[config.mk]
export PLATFORM = sky130hd
export DESIGN_NAME = shift_reg_sequencer_flat
export DESIGN_NICKNAME = d
export VERILOG_FILES = /design/src/rtl/shift_reg_sequencer_if.sv /design/src/rtl/shift_reg_sequencer.sv /design/src/flat_wrapper.sv
export SDC_FILE = /design/constraint.sdc
export NUM_CORES = 1
export LEC_CHECK = 0
export ABC_AREA = 1
export BUFFER_PORTS_ARGS = -buffer_cell sky130_fd_sc_hd__buf_2
export CAP_MARGIN = 5
export CORE_MARGIN = 1
export CORE_UTILIZATION = 48
export CTS_CLUSTER_SIZE = 16
export DETAILED_ROUTE_END_ITERATION = 10
export PLACE_DENSITY = 0.77
export SLEW_MARGIN = 15
export SYNTH_ARGS = -nofsm -noshare
export SYNTH_HDL_FRONTEND = slang
export SYNTH_SLANG_ARGS = --single-unit
[constraint.sdc]
create_clock -name clk -period 1.6 [get_ports clk]
set_input_delay 0.08 -clock clk [delete_from_list [all_inputs] [get_ports clk]]
set_output_delay 0.08 -clock clk [all_outputs]
set_load 0.01 [all_outputs]
[src/rtl/shift_reg_sequencer_if.sv]
// Host-side command/response channel of shift_reg_sequencer.
// The host drives the master side; the sequencer uses the slave side.
interface shift_reg_sequencer_if;
  logic       cmd_valid;
  logic       cmd_ready;
  logic       cmd_dir;
  logic [3:0] cmd_data;
  logic       rsp_valid;
  logic       rsp_ready;
  logic [3:0] rsp_data;

  modport master (
    output cmd_valid, cmd_dir, cmd_data, rsp_ready,
    input  cmd_ready, rsp_valid, rsp_data
  );

  modport slave (
    input  cmd_valid, cmd_dir, cmd_data, rsp_ready,
    output cmd_ready, rsp_valid, rsp_data
  );
endinterface

[src/rtl/shift_reg_sequencer.sv]
// Command-driven sequencer for a 4-bit universal shift register: load, shift 4 bits out/in, respond.
// Optional abort input is enabled by defining SHIFT_SEQ_ABORT_EN.
module shift_reg_sequencer #(
  parameter int CLK_DIV = 1
) (
  input  logic                        clk,
  input  logic                        reset,
`ifdef SHIFT_SEQ_ABORT_EN
  input  logic                        abort,
`endif
  shift_reg_sequencer_if.slave        bus,
  output logic                        busy,
  output logic                        tx_bit,
  input  logic                        rx_bit,
  output logic [1:0]                  sr_sel,
  output logic [3:0]                  sr_inp,
  output logic                        sr_serial_in,
  input  logic [3:0]                  sr_out
);

  typedef enum logic [1:0] {IDLE, LOAD, SHIFT, RESP} state_t;

  localparam logic [1:0] SEL_HOLD  = 2'b00;
  localparam logic [1:0] SEL_LEFT  = 2'b01;
  localparam logic [1:0] SEL_RIGHT = 2'b10;
  localparam logic [1:0] SEL_LOAD  = 2'b11;

  localparam int              DIV_W      = (CLK_DIV > 1) ? $clog2(CLK_DIV) : 1;
  localparam logic [DIV_W-1:0] DIV_RELOAD = DIV_W'(CLK_DIV - 1);
  localparam logic [DIV_W-1:0] DIV_ONE    = DIV_W'(1);
  localparam bit              DIV_BY_ONE = (CLK_DIV == 1);

  state_t           state_q;
  logic             dir_q;
  logic [3:0]       sr_inp_q;
  logic [DIV_W-1:0] div_cnt_q;
  logic [1:0]       bit_cnt_q;
  logic [1:0]       sr_sel_q;
  logic             cmd_ready_q;
  logic             rsp_valid_q;
  logic             busy_q;

  logic       abort_req;
  logic       strobe;
  logic [1:0] shift_sel;

`ifdef SHIFT_SEQ_ABORT_EN
  assign abort_req = abort;
`else
  assign abort_req = 1'b0;
`endif

  assign strobe    = (state_q == SHIFT) && (div_cnt_q == '0);
  assign shift_sel = dir_q ? SEL_RIGHT : SEL_LEFT;

  // sr_sel is registered, so each transition selects the mode of the *next* cycle:
  // a strobe is pending next cycle when the divider is about to reach zero.
  // NOTE: every state register updates with <= so all of them see pre-edge values.
  always_ff @(posedge clk or posedge reset) begin
    if (reset) begin
      state_q     <= IDLE;
      dir_q       <= 1'b0;
      sr_inp_q    <= '0;
      div_cnt_q   <= '0;
      bit_cnt_q   <= '0;
      sr_sel_q    <= SEL_HOLD;
      cmd_ready_q <= 1'b1;
      rsp_valid_q <= 1'b0;
      busy_q      <= 1'b0;
    end else begin
      case (state_q)
        IDLE: begin
          if (bus.cmd_valid && cmd_ready_q) begin
            state_q     <= LOAD;
            dir_q       <= bus.cmd_dir;
            sr_inp_q    <= bus.cmd_data;
            sr_sel_q    <= SEL_LOAD;
            cmd_ready_q <= 1'b0;
            busy_q      <= 1'b1;
          end
        end
        LOAD: begin
          if (abort_req) begin
            state_q     <= IDLE;
            sr_sel_q    <= SEL_HOLD;
            cmd_ready_q <= 1'b1;
            busy_q      <= 1'b0;
          end else begin
            state_q   <= SHIFT;
            div_cnt_q <= DIV_RELOAD;
            bit_cnt_q <= '0;
            sr_sel_q  <= DIV_BY_ONE ? shift_sel : SEL_HOLD;
          end
        end
        SHIFT: begin
          if (abort_req) begin
            state_q     <= IDLE;
            sr_sel_q    <= SEL_HOLD;
            cmd_ready_q <= 1'b1;
            busy_q      <= 1'b0;
          end else if (strobe) begin
            bit_cnt_q <= bit_cnt_q + 2'd1;
            div_cnt_q <= DIV_RELOAD;
            if (bit_cnt_q == 2'd3) begin
              state_q     <= RESP;
              sr_sel_q    <= SEL_HOLD;
              rsp_valid_q <= 1'b1;
            end else begin
              sr_sel_q <= DIV_BY_ONE ? shift_sel : SEL_HOLD;
            end
          end else begin
            div_cnt_q <= div_cnt_q - DIV_ONE;
            sr_sel_q  <= (div_cnt_q == DIV_ONE) ? shift_sel : SEL_HOLD;
          end
        end
        RESP: begin
          if (bus.rsp_ready) begin
            state_q     <= IDLE;
            rsp_valid_q <= 1'b0;
            cmd_ready_q <= 1'b1;
            busy_q      <= 1'b0;
          end
        end
        default: state_q <= IDLE;
      endcase
    end
  end

  // Serial and response data follow the external register directly; it only moves on strobes.
  assign tx_bit        = (state_q == SHIFT) ? (dir_q ? sr_out[0] : sr_out[3]) : 1'b0;
  assign bus.rsp_data  = (state_q == RESP) ? sr_out : 4'h0;
  assign bus.rsp_valid = rsp_valid_q;
  assign bus.cmd_ready = cmd_ready_q;
  assign busy          = busy_q;
  assign sr_sel        = sr_sel_q;
  assign sr_inp        = sr_inp_q;
  assign sr_serial_in  = rx_bit;

endmodule

[src/flat_wrapper.sv]
// flat-port wrapper written by rule: the top's interface ports become plain ports
module shift_reg_sequencer_flat 
#(
  parameter int CLK_DIV = 1
)
  (clk, reset, busy, tx_bit, rx_bit, sr_sel, sr_inp, sr_serial_in, sr_out, bus_cmd_valid, bus_cmd_dir, bus_cmd_data, bus_rsp_ready, bus_cmd_ready, bus_rsp_valid, bus_rsp_data);
  shift_reg_sequencer_if bus_i ();
  input  logic clk;
  input  logic reset;
  output logic busy;
  output logic tx_bit;
  input  logic rx_bit;
  output logic [1:0] sr_sel;
  output logic [3:0] sr_inp;
  output logic sr_serial_in;
  input  logic [3:0] sr_out;
  input wire logic [$bits(bus_i.cmd_valid)-1:0] bus_cmd_valid;
  input wire logic [$bits(bus_i.cmd_dir)-1:0] bus_cmd_dir;
  input wire logic [$bits(bus_i.cmd_data)-1:0] bus_cmd_data;
  input wire logic [$bits(bus_i.rsp_ready)-1:0] bus_rsp_ready;
  output wire logic [$bits(bus_i.cmd_ready)-1:0] bus_cmd_ready;
  output wire logic [$bits(bus_i.rsp_valid)-1:0] bus_rsp_valid;
  output wire logic [$bits(bus_i.rsp_data)-1:0] bus_rsp_data;
  assign bus_i.cmd_valid = bus_cmd_valid;
  assign bus_i.cmd_dir = bus_cmd_dir;
  assign bus_i.cmd_data = bus_cmd_data;
  assign bus_i.rsp_ready = bus_rsp_ready;
  assign bus_cmd_ready = bus_i.cmd_ready;
  assign bus_rsp_valid = bus_i.rsp_valid;
  assign bus_rsp_data = bus_i.rsp_data;
  shift_reg_sequencer #(.CLK_DIV(CLK_DIV)) u_core (.clk(clk), .reset(reset), .bus(bus_i), .busy(busy), .tx_bit(tx_bit), .rx_bit(rx_bit), .sr_sel(sr_sel), .sr_inp(sr_inp), .sr_serial_in(sr_serial_in), .sr_out(sr_out));
endmodule
==> out/summary.log <==
[run] number of max-cap violations 0
[placement] port bufs 26
[power] relative contribution of combinational cells to total power 0.045
[power] clock group share of total power 0.347
[worst_setup_path] critical path peak fanout 7
[power] worst vdd ir 0.3820 mV
[grt] number of global-route vias before repair 694
[worst_setup_path] destination of the worst register-to-register timing path u_core.sr_inp[2]$_DFFE_PP0P_
[die] full die area 1934 µm²
[hold_path] Tightest Hold Check Type input pin to flip-flop
[cts] library cell used as clock root buffer sky130_fd_sc_hd__clkbuf_4
[power] Internal Power 0.4848 mW
[die] Die Wd 43.98 µm
[grt] global-route total usage across every layer 0.2014
[die] number of ports placed on the die boundary 29
[cts] clk sink count 15
[hold_path] HP Start bus_cmd_data[1]
[sta] actual transition at the worst max-transition pin 0.5748 ns
[yosys] synthesized netlist net count 126
[layout] nets 156
[layout] number of fill cells in the layout 138
[yosys] EDFF count, synth 0
[detailed_routing] detail-routed via count per cell 4.801
[detailed_routing] average routed wire per standard cell 11.57 µm
[detailed_routing] Vias 725
[worst_setup_path] CP Data Arrival Time 1.39 ns
[layout] filler-free cell count of the finished design 151
[sta] Max-Slew Margin vs Limit 0.6164
[grt] maximum number of pins on one net before global-route repair 16
[grt] initial antenna violation count 0
[cts] Skew-Pair Late Insertion Delay 0.28 ns
[sta] min Tclk post-route 1.470 ns
[layout] sequential cell area 376.6 µm²
[yosys] Synth top area share 0.4142
[detailed_routing] initial detailed-routing violation count 16
[worst_setup_path] critical path required time 1.52 ns
[cts] clk slew on worst S/H paths 0.09 ns
[sta] Total Neg Setup Slack 0 ns
[power] Total Power 0.6233 mW
[cts] clock tree from TritonCTS built
[yosys] Async SR Flop Fraction 1.000
[grt] grt ovf 0
[power] Pwr per Cell Area 603.1 nW/µm²
[yosys] Yosys top cell by area sky130_fd_sc_hd__dfrtp_1
[yosys] count of yosys warnings during synthesis 0
[detailed_routing] Final Routed Wirelength 1.747 mm
[yosys] cell types occupying the most area after synthesis sky130_fd_sc_hd__dfrtp_1 (41%), sky130_fd_sc_hd__nand2_1 (12%), sky130_fd_sc_hd__inv_1 (9.3%), sky130_fd_sc_hd__ha_1 (8.9%), sky130_fd_sc_hd__o21ai_0 (5.3%)
[grt] first-pass GRT wire length 2.877 mm
[placement] worst setup timing slack at the placement stage 0.2435 ns
[hold_path] worst hold path cell count 3
[outcome] run status finished clean
[yosys] gate count after technology mapping 106
[power] Seq pwr share 0.608
[yosys] dominant register cell in the synthesized netlist sky130_fd_sc_hd__dfrtp_1
[worst_setup_path] reg2reg path depth 4
[die] Core Region 1577 µm²
[sta] max frequency 680.1 MHz
[detailed_routing] number of remaining DRC errors 0
[sta] final hold viol count 0
[layout] share of final-layout standard cells stronger than drive strength 1 0.2889
[worst_setup_path] kind of start point of the critical path flip-flop
[layout] Inserted Diodes 0
[cts] largest buffer count on any clock path 2
[yosys] post-synthesis cell area 845.8 µm²
[sta] worst path setup slack after routing 0.1295 ns
[worst_setup_path] critical register-to-register path startpoint u_core.state_q[0]$_DFFE_PP0P_
[yosys] Netlist cell types 17
[layout] post-layout instance area 1033 µm²
[worst_setup_path] kind of critical path flip-flop to output port
[sta] final hold slack 0.03073 ns
[yosys] Seq/Total Area, Yosys 0.4453
[yosys] Synth Area per Inst 7.979 µm²
[sta] final worst-path cycle share 0.9190
[power] Pleak 0.6169 nW
[die] num rows 14
[sta] setup repair after global routing missed its margin false
[cts] depth of the CTS H-tree 1
[layout] Finished Core Util 0.6556
[placement] placed wire-length estimate 1.361 mm
[power] net switching fraction of the power 0.2222
[cts] number of buffers created by CTS 3
[layout] area growth from synthesis to layout 22.19%
[die] Starting Density 0.5365
[detailed_routing] antenna violation net count after detailed routing 0
[placement] post-placement cell count 146
[power] net load switching power 0.1385 mW
[placement] final RePlAce weighted congestion 0.7497
[layout] area used by multi-input combinational logic 382.9 µm²
[sta] Clock Skews 0.004214 ns
[detailed_routing] Initial DRT Pass Iterations 6
[sta] final max-slew violation count 0
[yosys] number of synthesized register bits 15
[hold_path] hold endpoint u_core.sr_inp[1]$_DFFE_PP0P_
[cts] Post-CTS Setup Bufs 0
[sta] Final Setup Violations 0
[worst_setup_path] type of element capturing the critical path output port
[worst_setup_path] setup slack, reg-to-reg 0.20 ns
[placement] area after detailed placement 983.4 µm²
[yosys] cell with the most instances after synthesis sky130_fd_sc_hd__nand2_1
[die] Die Height 43.98 µm
[yosys] synth cell count leaders sky130_fd_sc_hd__nand2_1 (26), sky130_fd_sc_hd__inv_1 (21), sky130_fd_sc_hd__dfrtp_1 (14)
==> final cells by class <==
| type | count | share of cell area |
|---|---|---|
| inverters | 21 | 0.07627 |
| multi-input cells | 67 | 0.3705 |
| clock buffers | 3 | 0.02179 |
| well taps | 16 | 0.01937 |
| repair buffers | 28 | 0.1429 |
| flip-flops and latches | 15 | 0.3644 |
| clock inverters | 1 | 0.004843 |
==> worst max-delay path: stages (launching register included) <==
cell                      delay [ns]
sky130_fd_sc_hd__dfrtp_1        0.46
sky130_fd_sc_hd__ha_1           0.25
sky130_fd_sc_hd__buf_4          0.17
sky130_fd_sc_hd__nand2_1        0.06
sky130_fd_sc_hd__inv_1          0.04
sky130_fd_sc_hd__buf_2          0.13
==> how the worst max path moves through the flow <==
stage,start,endpoint,depth (start not counted)
2_1_floorplan,u_core.state_q[0]$_DFFE_PP0P_,u_core.busy$_DFFE_PP0P_,6
3_3_place_gp,u_core.state_q[0]$_DFFE_PP0P_,u_core.busy$_DFFE_PP0P_,6
3_5_place_dp,u_core.state_q[0]$_DFFE_PP0P_,u_core.sr_sel[0]$_DFFE_PP0P_,6
4_1_cts,u_core.state_q[0]$_DFFE_PP0P_,tx_bit,5
5_1_grt,u_core.state_q[1]$_DFFE_PP0P_,bus_rsp_data[0],5
6_report,u_core.state_q[1]$_DFFE_PP0P_,bus_rsp_data[0],5
==> sequential cells by signal, indices dropped and copies added (netlist names) <==
register              count
u_core.state_q            2
u_core.bit_cnt_q          2
u_core.div_cnt_q          1
u_core.busy               1
u_core.bus.cmd_ready      1
u_core.sr_sel             2
u_core.dir_q              1
u_core.bus.rsp_valid      1
u_core.sr_inp             4
==> cells by family (layout without fill, tap and decap cells) <==
kind of cell / Yosys count / count (layout) / share of synthesized area
compound gates: 15 / 15 / 0.09319
fa+ha+maj: 6 / 6 / 0.08876
buf+inv: 24 / 53 / 0.1169
flops: 15 / 15 / 0.4453
simple gates: 46 / 46 / 0.2559
==> routing by layer <==
metal  up-vias  track usage  wire, µm
li1        381            -         -
met3         2      0.05000        88
met5         -            0         0
met4         0      0.06061         8
met2        25       0.3313       851
met1       317       0.2626       799
==> timing repair <==
action | CTS | global route
endpoints found under the hold margin | 14 | 0
hold buffers | 1 | 0
setup endpoints to repair | 1 | 1
gates resized for setup | 1 | 1
==> cell usage in the layout, fill, tap and decap left out <==
cell and n:
sky130_fd_sc_hd__nand2_1 26, sky130_fd_sc_hd__buf_2 26, sky130_fd_sc_hd__inv_1 21, sky130_fd_sc_hd__dfrtp_1 14, sky130_fd_sc_hd__o21ai_0 9, sky130_fd_sc_hd__nor2_1 6, sky130_fd_sc_hd__a21oi_1 5, sky130_fd_sc_hd__ha_1 5
sky130_fd_sc_hd__nand3_1 4, sky130_fd_sc_hd__nand4_1 3, sky130_fd_sc_hd__clkbuf_4 3, sky130_fd_sc_hd__nand2_2 2, sky130_fd_sc_hd__nand2_4 2, sky130_fd_sc_hd__or2_0 2, sky130_fd_sc_hd__o21ai_2 1, sky130_fd_sc_hd__nand3_2 1
sky130_fd_sc_hd__ha_4 1, sky130_fd_sc_hd__clkinv_2 1, sky130_fd_sc_hd__dlygate4sd3_1 1, sky130_fd_sc_hd__buf_4 1, sky130_fd_sc_hd__dfstp_2 1
==> power groups by stage <==
stage	clock network (mW)	logic [mW]	registers, mW
finish	0.216	0.0280	0.379
global route	0.237	0.0322	0.379
CTS	0.222	0.0291	0.379
detailed placement	0	0.0273	0.386
global placement	0	0.0264	0.386
floorplan	0	0.0112	0.386
No activity file was read; power rests on OpenSTA's default activity.
